## src/rtl/multi_digit_watch.sv

```systemverilog
// multi_digit_watch: HH:MM:SS watch plus free-running chronometer with button
// conditioning and a time-multiplexed common-cathode 7-segment driver.
//
// Ports:
//   sys_clk        system clock (single domain)
//   rst_n          asynchronous active-low reset
//   btn_*_in       raw active-high buttons (mode, start, adjust)
//   seg_out        segments a..g on bits 0..6, active-high
//   dig_sel_out    one-hot digit enable, bit0 = rightmost digit
//   status_*       one-hot mode indicators (WATCH, CHANGE, CHRONO)
module multi_digit_watch #(
  parameter int unsigned CLK_HZ          = 27_000_000,
  parameter int unsigned DEBOUNCE_CYCLES = 270_000,
  parameter int unsigned SCAN_CYCLES     = 27_000,
  parameter int unsigned NUM_DIGITS      = 4
) (
  input  logic                  sys_clk,
  input  logic                  rst_n,
  input  logic                  btn_mode_in,
  input  logic                  btn_start_in,
  input  logic                  btn_adjust_in,
  output logic [6:0]            seg_out,
  output logic [NUM_DIGITS-1:0] dig_sel_out,
  output logic                  status_watch,
  output logic                  status_change,
  output logic                  status_chrono
);
  localparam int unsigned DivW  = $clog2(CLK_HZ);
  localparam int unsigned DbW   = $clog2(DEBOUNCE_CYCLES + 1);
  localparam int unsigned ScanW = $clog2(SCAN_CYCLES + 1);
  localparam int unsigned IdxW  = $clog2(NUM_DIGITS);

  typedef enum logic [1:0] {StWatch, StChange, StChrono} mode_e;

  function automatic logic [7:0] bcd2(input logic [6:0] v);
    logic [3:0] t, u;
    t = 4'(v / 7'd10);
    u = 4'(v % 7'd10);
    return {t, u};
  endfunction

  function automatic logic [6:0] seg7(input logic [3:0] d);
    case (d)
      4'd0:    return 7'b0111111;
      4'd1:    return 7'b0000110;
      4'd2:    return 7'b1011011;
      4'd3:    return 7'b1001111;
      4'd4:    return 7'b1100110;
      4'd5:    return 7'b1101101;
      4'd6:    return 7'b1111101;
      4'd7:    return 7'b0000111;
      4'd8:    return 7'b1111111;
      4'd9:    return 7'b1101111;
      default: return 7'b0000000;
    endcase
  endfunction

  // ---------------- button conditioning (bit0 mode, bit1 start, bit2 adjust)
  logic [2:0]     w_btn_raw;
  logic [2:0]     r_sync1, r_sync2, r_stable, r_stable_d, r_press;
  logic [DbW-1:0] r_db_cnt [3];

  assign w_btn_raw = {btn_adjust_in, btn_start_in, btn_mode_in};

  always_ff @(posedge sys_clk or negedge rst_n) begin
    if (!rst_n) begin
      r_sync1    <= '0;
      r_sync2    <= '0;
      r_stable   <= '0;
      r_stable_d <= '0;
      r_press    <= '0;
      for (int i = 0; i < 3; i++) r_db_cnt[i] <= '0;
    end else begin
      r_sync1    <= w_btn_raw;
      r_sync2    <= r_sync1;
      r_stable_d <= r_stable;
      r_press    <= r_stable & ~r_stable_d;
      for (int i = 0; i < 3; i++) begin
        if (r_sync2[i] == r_stable[i]) begin
          r_db_cnt[i] <= '0;
        end else if (r_db_cnt[i] == DbW'(DEBOUNCE_CYCLES - 1)) begin
          r_stable[i] <= r_sync2[i];
          r_db_cnt[i] <= '0;
        end else begin
          r_db_cnt[i] <= r_db_cnt[i] + DbW'(1);
        end
      end
    end
  end

  // Same-cycle priority: mode > start > adjust.
  logic w_mode_p, w_start_p, w_adj_p;
  assign w_mode_p  = r_press[0];
  assign w_start_p = r_press[1] & ~r_press[0];
  assign w_adj_p   = r_press[2] & ~|r_press[1:0];

  // ---------------- 1 Hz divider
  logic [DivW-1:0] r_div;
  logic            w_tick, w_blink_off;
  assign w_tick      = (r_div == DivW'(CLK_HZ - 1));
  assign w_blink_off = (r_div < DivW'(CLK_HZ / 2));

  always_ff @(posedge sys_clk or negedge rst_n) begin
    if (!rst_n)      r_div <= '0;
    else if (w_tick) r_div <= '0;
    else             r_div <= r_div + DivW'(1);
  end

  // ---------------- mode FSM with registered status
  mode_e      r_mode;
  logic [2:0] r_status;
  logic       r_sel_min;

  always_ff @(posedge sys_clk or negedge rst_n) begin
    if (!rst_n) begin
      r_mode    <= StWatch;
      r_status  <= 3'b001;
      r_sel_min <= 1'b0;
    end else if (w_mode_p) begin
      case (r_mode)
        StWatch: begin
          r_mode    <= StChange;
          r_status  <= 3'b010;
          r_sel_min <= 1'b0;
        end
        StChange: begin
          r_mode   <= StChrono;
          r_status <= 3'b100;
        end
        default: begin
          r_mode   <= StWatch;
          r_status <= 3'b001;
        end
      endcase
    end else if (w_start_p && r_mode == StChange) begin
      r_sel_min <= ~r_sel_min;
    end
  end

  assign status_watch  = r_status[0];
  assign status_change = r_status[1];
  assign status_chrono = r_status[2];

  // ---------------- watch time (r_mode is the pre-press mode, so a tick
  // coinciding with a mode press follows the old freeze rule)
  logic [4:0] r_hh;
  logic [5:0] r_mm, r_ss;

  always_ff @(posedge sys_clk or negedge rst_n) begin
    if (!rst_n) begin
      r_hh <= '0;
      r_mm <= '0;
      r_ss <= '0;
    end else if (r_mode == StChange) begin
      if (w_adj_p) begin
        r_ss <= '0;
        if (r_sel_min) r_mm <= (r_mm == 6'd59) ? 6'd0 : r_mm + 6'd1;
        else           r_hh <= (r_hh == 5'd23) ? 5'd0 : r_hh + 5'd1;
      end
    end else if (w_tick) begin
      if (r_ss == 6'd59) begin
        r_ss <= '0;
        if (r_mm == 6'd59) begin
          r_mm <= '0;
          r_hh <= (r_hh == 5'd23) ? 5'd0 : r_hh + 5'd1;
        end else begin
          r_mm <= r_mm + 6'd1;
        end
      end else begin
        r_ss <= r_ss + 6'd1;
      end
    end
  end

  // ---------------- chronometer (hours field only advances with 6 digits)
  logic       r_ch_run;
  logic [6:0] r_ch_hh;
  logic [5:0] r_ch_mm, r_ch_ss;

  always_ff @(posedge sys_clk or negedge rst_n) begin
    if (!rst_n) begin
      r_ch_run <= 1'b0;
      r_ch_hh  <= '0;
      r_ch_mm  <= '0;
      r_ch_ss  <= '0;
    end else begin
      if (r_mode == StChrono && w_start_p) r_ch_run <= ~r_ch_run;
      if (r_mode == StChrono && w_adj_p && !r_ch_run) begin
        r_ch_hh <= '0;
        r_ch_mm <= '0;
        r_ch_ss <= '0;
      end else if (w_tick && r_ch_run) begin
        if (r_ch_ss == 6'd59) begin
          r_ch_ss <= '0;
          if (r_ch_mm == 6'd59) begin
            r_ch_mm <= '0;
            if (NUM_DIGITS == 6) r_ch_hh <= (r_ch_hh == 7'd99) ? 7'd0 : r_ch_hh + 7'd1;
          end else begin
            r_ch_mm <= r_ch_mm + 6'd1;
          end
        end else begin
          r_ch_ss <= r_ch_ss + 6'd1;
        end
      end
    end
  end

  // ---------------- display source; 4'hF is a blank code
  logic [7:0]  w_f2, w_f1, w_f0;
  logic [23:0] w_digits;

  always_comb begin
    w_f2 = 8'hFF;
    w_f1 = 8'hFF;
    w_f0 = 8'hFF;
    if (r_mode == StChrono) begin
      w_f2 = bcd2(r_ch_hh);
      w_f1 = bcd2({1'b0, r_ch_mm});
      w_f0 = bcd2({1'b0, r_ch_ss});
    end else begin
      w_f2 = bcd2({2'b00, r_hh});
      w_f1 = bcd2({1'b0, r_mm});
      w_f0 = bcd2({1'b0, r_ss});
      if (r_mode == StChange && w_blink_off) begin
        if (r_sel_min) w_f1 = 8'hFF;
        else           w_f2 = 8'hFF;
      end
    end
    if (NUM_DIGITS == 6)         w_digits = {w_f2, w_f1, w_f0};
    else if (r_mode == StChrono) w_digits = {8'hFF, w_f1, w_f0};
    else                         w_digits = {8'hFF, w_f2, w_f1};
  end

  // ---------------- digit scan; outputs registered from the next index so
  // seg_out and dig_sel_out switch together
  logic [ScanW-1:0]      r_scan_cnt;
  logic [IdxW-1:0]       r_idx, w_idx_nxt;
  logic [3:0]            w_cur;
  logic [6:0]            r_seg;
  logic [NUM_DIGITS-1:0] r_dig_sel;

  always_comb begin
    w_idx_nxt = r_idx;
    if (r_scan_cnt == ScanW'(SCAN_CYCLES - 1)) begin
      w_idx_nxt = (r_idx == IdxW'(NUM_DIGITS - 1)) ? '0 : r_idx + IdxW'(1);
    end
    w_cur = 4'hF;
    for (int i = 0; i < NUM_DIGITS; i++) begin
      if (w_idx_nxt == IdxW'(i)) w_cur = w_digits[4*i +: 4];
    end
  end

  always_ff @(posedge sys_clk or negedge rst_n) begin
    if (!rst_n) begin
      r_scan_cnt <= '0;
      r_idx      <= '0;
      r_seg      <= 7'b0111111;
      r_dig_sel  <= NUM_DIGITS'(1);
    end else begin
      r_scan_cnt <= (r_scan_cnt == ScanW'(SCAN_CYCLES - 1)) ? '0 : r_scan_cnt + ScanW'(1);
      r_idx      <= w_idx_nxt;
      r_seg      <= seg7(w_cur);
      r_dig_sel  <= NUM_DIGITS'(1) << w_idx_nxt;
    end
  end

  assign seg_out     = r_seg;
  assign dig_sel_out = r_dig_sel;

endmodule

```

## config.mk

```make
export PLATFORM = sky130hd
export DESIGN_NAME = multi_digit_watch
export DESIGN_NICKNAME = d
export VERILOG_FILES = /design/src/rtl/multi_digit_watch.sv
export SDC_FILE = /design/constraint.sdc
export NUM_CORES = 1
export LEC_CHECK = 0
export CAP_MARGIN = 20
export CELL_PAD_IN_SITES_DETAIL_PLACEMENT = 1
export CELL_PAD_IN_SITES_GLOBAL_PLACEMENT = 2
export CORE_ASPECT_RATIO = 0.5
export CORE_UTILIZATION = 43
export DETAILED_ROUTE_END_ITERATION = 16
export GPL_TIMING_DRIVEN = 0
export PLACE_DENSITY_LB_ADDON = 0.1
export SYNTH_ARGS = -nofsm -noshare
export SYNTH_HDL_FRONTEND = slang
export SYNTH_SLANG_ARGS = --single-unit
```

## constraint.sdc

```tcl
create_clock -name sys_clk -period 6.7 [get_ports sys_clk]
set_input_delay 1.34 -clock sys_clk [delete_from_list [all_inputs] [get_ports sys_clk]]
set_output_delay 1.34 -clock sys_clk [all_outputs]
set_load 0.05 [all_outputs]
```

==> metrics list <==
* P&R area growth vs syn: 12.8%
* Sequential Power Share: 49.2%
- The count of buffers added on input and output ports is 18.
- Number of sinks on the clock net: roughly 160
- Number of maximum-capacitance violations: 0
* Worst path top cell family by delay: simple AND/OR/NAND/NOR gates
- The initial utilization of the core area, before any placement, comes to roughly 44%.
- Internal portion of total power: about 1.5 mW
- Avg Vias per Cell: 5.41
- For this run, the total global-route usage over all layers was measured as between 20% and 30%.
* Max Clock Freq: about 0.22 GHz
* Number of cells in the design after placement: about 1200
* Gate count of the mapped netlist: between 900 and 1000
* Global placement routability congestion: a little over 0.8
- For this run, the share of the core covered by cells in the final layout is ~50%.
- Setup crit start: r_ch_mm[4]
* Routed WL per cell: roughly 16 um
- Kind of start point of the critical path: flop
* Crit end category: flop
- Dividing total power by cell area gives a power density of 200 nW/um^2.
* Average footprint of a synthesized cell: just over 9 sq um
* Die Area: roughly 21000 sq um
- Total overflow reported by the global router: 0
- Yosys printed 0 warnings.
* Post-layout instance count excluding filler cells: about 1300
- The number of setup buffers added after CTS is 0.
* Post-route design area: slightly below 10000 sq um
* Area of the mapped netlist: roughly 9000 sq um
- The die is 103 um tall.
* Worst IR Drop VDD: roughly 160 uV
- After clock tree synthesis, the repair step resized 0 gates.
- HPWL after detailed placement: between 10000 and 15000 um
* Maximum level of the CTS H-tree: 4
- At the placement stage, the worst setup path has a slack of 2.38 ns.
- The number of global-route vias before repair is ~7100.
* Final net count: between 1000 and 1500
* Yosys reg bits: roughly 160
* Classification of the worst-slack hold path: reg -> reg
- Root buf cell: sky130_fd_sc_hd__clkbuf_16
- Clock Power Share: between 40 and 50%
- Vias: between 6000 and 7000
* Proportion of total power due to net switching: a little under a quarter
* Hold buffer count at cts: 0
- Status: complete, no violations
- For the pin with the worst max-slew slack, the measured transition is approximately 1 ns.
- After the first detailed-routing iteration, the DRC count stood at between 200 and 300.
* Worst-path cell with the longest stage delay: sky130_fd_sc_hd__nor3_1
- Synthesized Nets: 979
- The initial antenna violation count is 0.
- Distinct cell type count of the synthesized netlist: a little under 70
- The completed layout was analyzed and its total power is between 1.5 and 2 mW.
* Fraction of final layout cells with drive strength greater than 1: under 10%
- Pin placement for this block handled 19 I/O pins.
- Inserted Diodes: 0
- Counting both buffers and inverters, the worst setup path holds a total of 4.
* Setup Viol. Count Final: 0
* Critical path required time: slightly above 7 ns
* Skew final: ~0.011 ns
* Die outline width: a little over 200 um
- The longest clock path from root to sink contains 2 buffers.
- Smallest setup slack after layout: ~2.2 ns
* CTS tree: yes
- Clock latency on the worst-skew pair: about 0.43 ns
- The core region is roughly 20000 sq um.
* Residual DRC count: 0
* Crit path max fanout: 9
- Post-synth EDFFs: 0
* Clock buffer count from CTS: 17
* Worst hold path startpoint: r_sync1[0]
- Clock-pin slew was measured on the worst setup and hold paths at 0.07 ns.
- Number of hold violations in the final report: 0
- The worst pin sits at a relative slew slack of 33.3%.
* First-pass iteration count of the detailed router: 5
* Final count of pins violating max slew: 0
- Combinational Power Share: under 10%
- Entering global routing, the biggest net connects about 120 pins.
- For the finished layout, the period the worst path requires is approximately 4.5 ns.
- Chain of cells forming the critical path: clkbuf_1 > nand2b_1 > buf_2 > a21oi_1 > a21oi_1 > a21oi_1 > ha_1 > clkbuf_1 > nand2b_1 > a21oi_1 > a221oi_1 > mux2i_1 > a32oi_1 > a21o_1 > nor3_1 > inv_1 > ha_1 > or3b_1 > o211ai_1
- Row generation in the floorplan step produced 36 rows.
* Cell occurring most often along the worst timing path: sky130_fd_sc_hd__a21oi_1
- Fraction of registers with async set or reset after synthesis: 100%
- Fill cell count: 2276
- Static leakage: between 4 and 5 nW
- At the worst endpoint, the arrival time is approximately 4.8 ns.
- Dividing the final minimum period by the clock period gives roughly 67%.
- Count of antenna-violating nets left after detailed routing: 0
- Routed wire length: roughly 20000 um
- Summing all placed instances gives a cell area of 9300 sq um.
- Origin of the critical flop-to-flop path: r_ch_mm[4]
* Longest individual stage delay on the worst path: 0.60 ns
* Commonest register cell after synthesis: sky130_fd_sc_hd__dfrtp_1
- Sequential cells were found to cover between 40% and 50% of the synthesized design area.
* First-pass GRT wire length: 34200 um
- Unrepaired setup endpoints after global routing: no
* Net switching power: 0.447 mW
- The worst setup path is of the reg -> reg kind.
==> sequential cells by signal (all words and copies together), names as in the netlist, 4 cells and up <==
register	flops
r_ch_ss	6
r_ss	6
seg_out	7
r_mm	6
r_div	25
r_scan_cnt	15
r_hh	5
dig_sel_out	4
r_db_cnt	57
r_ch_mm	6
==> power groups by stage <==
stage / Clock [mW] / Combinational [mW] / Sequential (mW)
floorplan: 0 / 0.0130 / 0.987
global placement: 0 / 0.0384 / 0.988
detailed placement: 0 / 0.0417 / 0.988
CTS: 0.992 / 0.0418 / 0.970
global route: 1.03 / 0.0464 / 0.970
finish: 0.962 / 0.0392 / 0.970
==> final timing paths <==
kind	endpoint	slack [ns]	cells after the start
max	seg_out[3]	2.24	19
min reg2reg	r_sync2[0]	0.35	0
min in group asynchronous	r_ch_mm[2]	0.78	1
min	r_sync2[0]	0.35	0
max reg2reg	seg_out[3]	2.24	19
max in group asynchronous	r_db_cnt[43]	5.03	2
==> cell type report <==
type	count	area, sq um	share of cell area, %
multi-input cells	715	4510	45.7
repair buffers	19	213	2.15
clock inverters	10	100	1.01
clock buffers	22	474	4.80
plain buffers	33	126	1.28
inverters	35	131	1.33
flip-flops and latches	159	3990	40.4
well taps	266	333	3.37
==> cell families after synthesis <==
| family | Yosys count | share of synthesized area [%] |
|---|---|---|
| AO/OA/AOI/OAI | 151 | 11.3 |
| AND/OR/NAND/NOR | 414 | 23.4 |
| XOR/XNOR | 98 | 9.80 |
| flip-flops | 159 | 45.6 |
| adder cells (fa/ha/maj) | 32 | 4.57 |
| buffers and inverters | 68 | 2.94 |
| multiplexers | 20 | 2.42 |
==> Yosys cell counts (3+ instances only) <==
cell | instances | area share, %
sky130_fd_sc_hd__nor4b_1 | 4 | 0.40
sky130_fd_sc_hd__clkbuf_1 | 29 | 1.2
sky130_fd_sc_hd__o21ai_0 | 44 | 2.5
sky130_fd_sc_hd__nand3b_1 | 4 | 0.34
sky130_fd_sc_hd__o211ai_1 | 3 | 0.26
sky130_fd_sc_hd__and2_1 | 4 | 0.29
sky130_fd_sc_hd__nand2b_1 | 15 | 1.1
sky130_fd_sc_hd__nand2_1 | 78 | 3.3
sky130_fd_sc_hd__mux2_2 | 9 | 1.2
sky130_fd_sc_hd__or2_2 | 7 | 0.50
sky130_fd_sc_hd__xor2_1 | 57 | 5.7
sky130_fd_sc_hd__a31oi_1 | 5 | 0.36
sky130_fd_sc_hd__a21oi_1 | 40 | 2.3
sky130_fd_sc_hd__inv_1 | 35 | 1.5
sky130_fd_sc_hd__a211oi_1 | 5 | 0.43
sky130_fd_sc_hd__dfstp_2 | 8 | 2.4
sky130_fd_sc_hd__ha_1 | 32 | 4.6
sky130_fd_sc_hd__dfrtp_1 | 151 | 43
sky130_fd_sc_hd__nor4_1 | 6 | 0.43
sky130_fd_sc_hd__mux2i_1 | 11 | 1.3
sky130_fd_sc_hd__nor3_1 | 11 | 0.63
sky130_fd_sc_hd__nand3_1 | 52 | 3.0
sky130_fd_sc_hd__xnor2_1 | 41 | 4.1
sky130_fd_sc_hd__and3_1 | 16 | 1.1
sky130_fd_sc_hd__or3_1 | 17 | 1.2
sky130_fd_sc_hd__nor2_1 | 137 | 5.9
sky130_fd_sc_hd__or3b_2 | 3 | 0.30
sky130_fd_sc_hd__o22ai_1 | 3 | 0.21
sky130_fd_sc_hd__o31ai_1 | 8 | 0.69
sky130_fd_sc_hd__nor2b_1 | 23 | 1.6
sky130_fd_sc_hd__a22o_1 | 3 | 0.30
sky130_fd_sc_hd__nand4_1 | 23 | 1.6
sky130_fd_sc_hd__a221oi_1 | 7 | 0.70
==> layout by cell type (no fill, tap or decap), types with 23 or more instances in the layout <==
cell type / netlist / final
sky130_fd_sc_hd__a21oi_1: 40 / 40
sky130_fd_sc_hd__nand4_1: 23 / 23
sky130_fd_sc_hd__xor2_1: 57 / 57
sky130_fd_sc_hd__o21ai_0: 44 / 44
sky130_fd_sc_hd__nand2_1: 78 / 78
sky130_fd_sc_hd__xnor2_1: 41 / 41
sky130_fd_sc_hd__dfrtp_1: 151 / 151
sky130_fd_sc_hd__nand3_1: 52 / 52
sky130_fd_sc_hd__ha_1: 32 / 32
sky130_fd_sc_hd__nor2b_1: 23 / 23
sky130_fd_sc_hd__inv_1: 35 / 35
sky130_fd_sc_hd__nor2_1: 137 / 137
sky130_fd_sc_hd__clkbuf_1: 29 / 31
==> layer usage <==
metal / routed length, um / GRT usage [%] / vias to the layer above
met3: 381 / 3.63 / 18
met5: 0 / 0 / -
met1: 9870 / 26.4 / 3398
met2: 9390 / 35.2 / 46
li1: - / - / 3345
met4: 236 / 6.59 / 0
==> per-stage QoR <==
| step | setup TNS, ns | hold WS [ns] |
|---|---|---|
| 3_3_place_gp | -369.05 | 0.333 |
| 2_1_floorplan | 0 | 0.331 |
| 6_report | 0 | 0.353 |
| 3_5_place_dp | 0 | 0.340 |
| 5_1_grt | 0 | 0.363 |
| 4_1_cts | 0 | 0.355 |
Note: power is estimated with default switching activity, not from simulation.
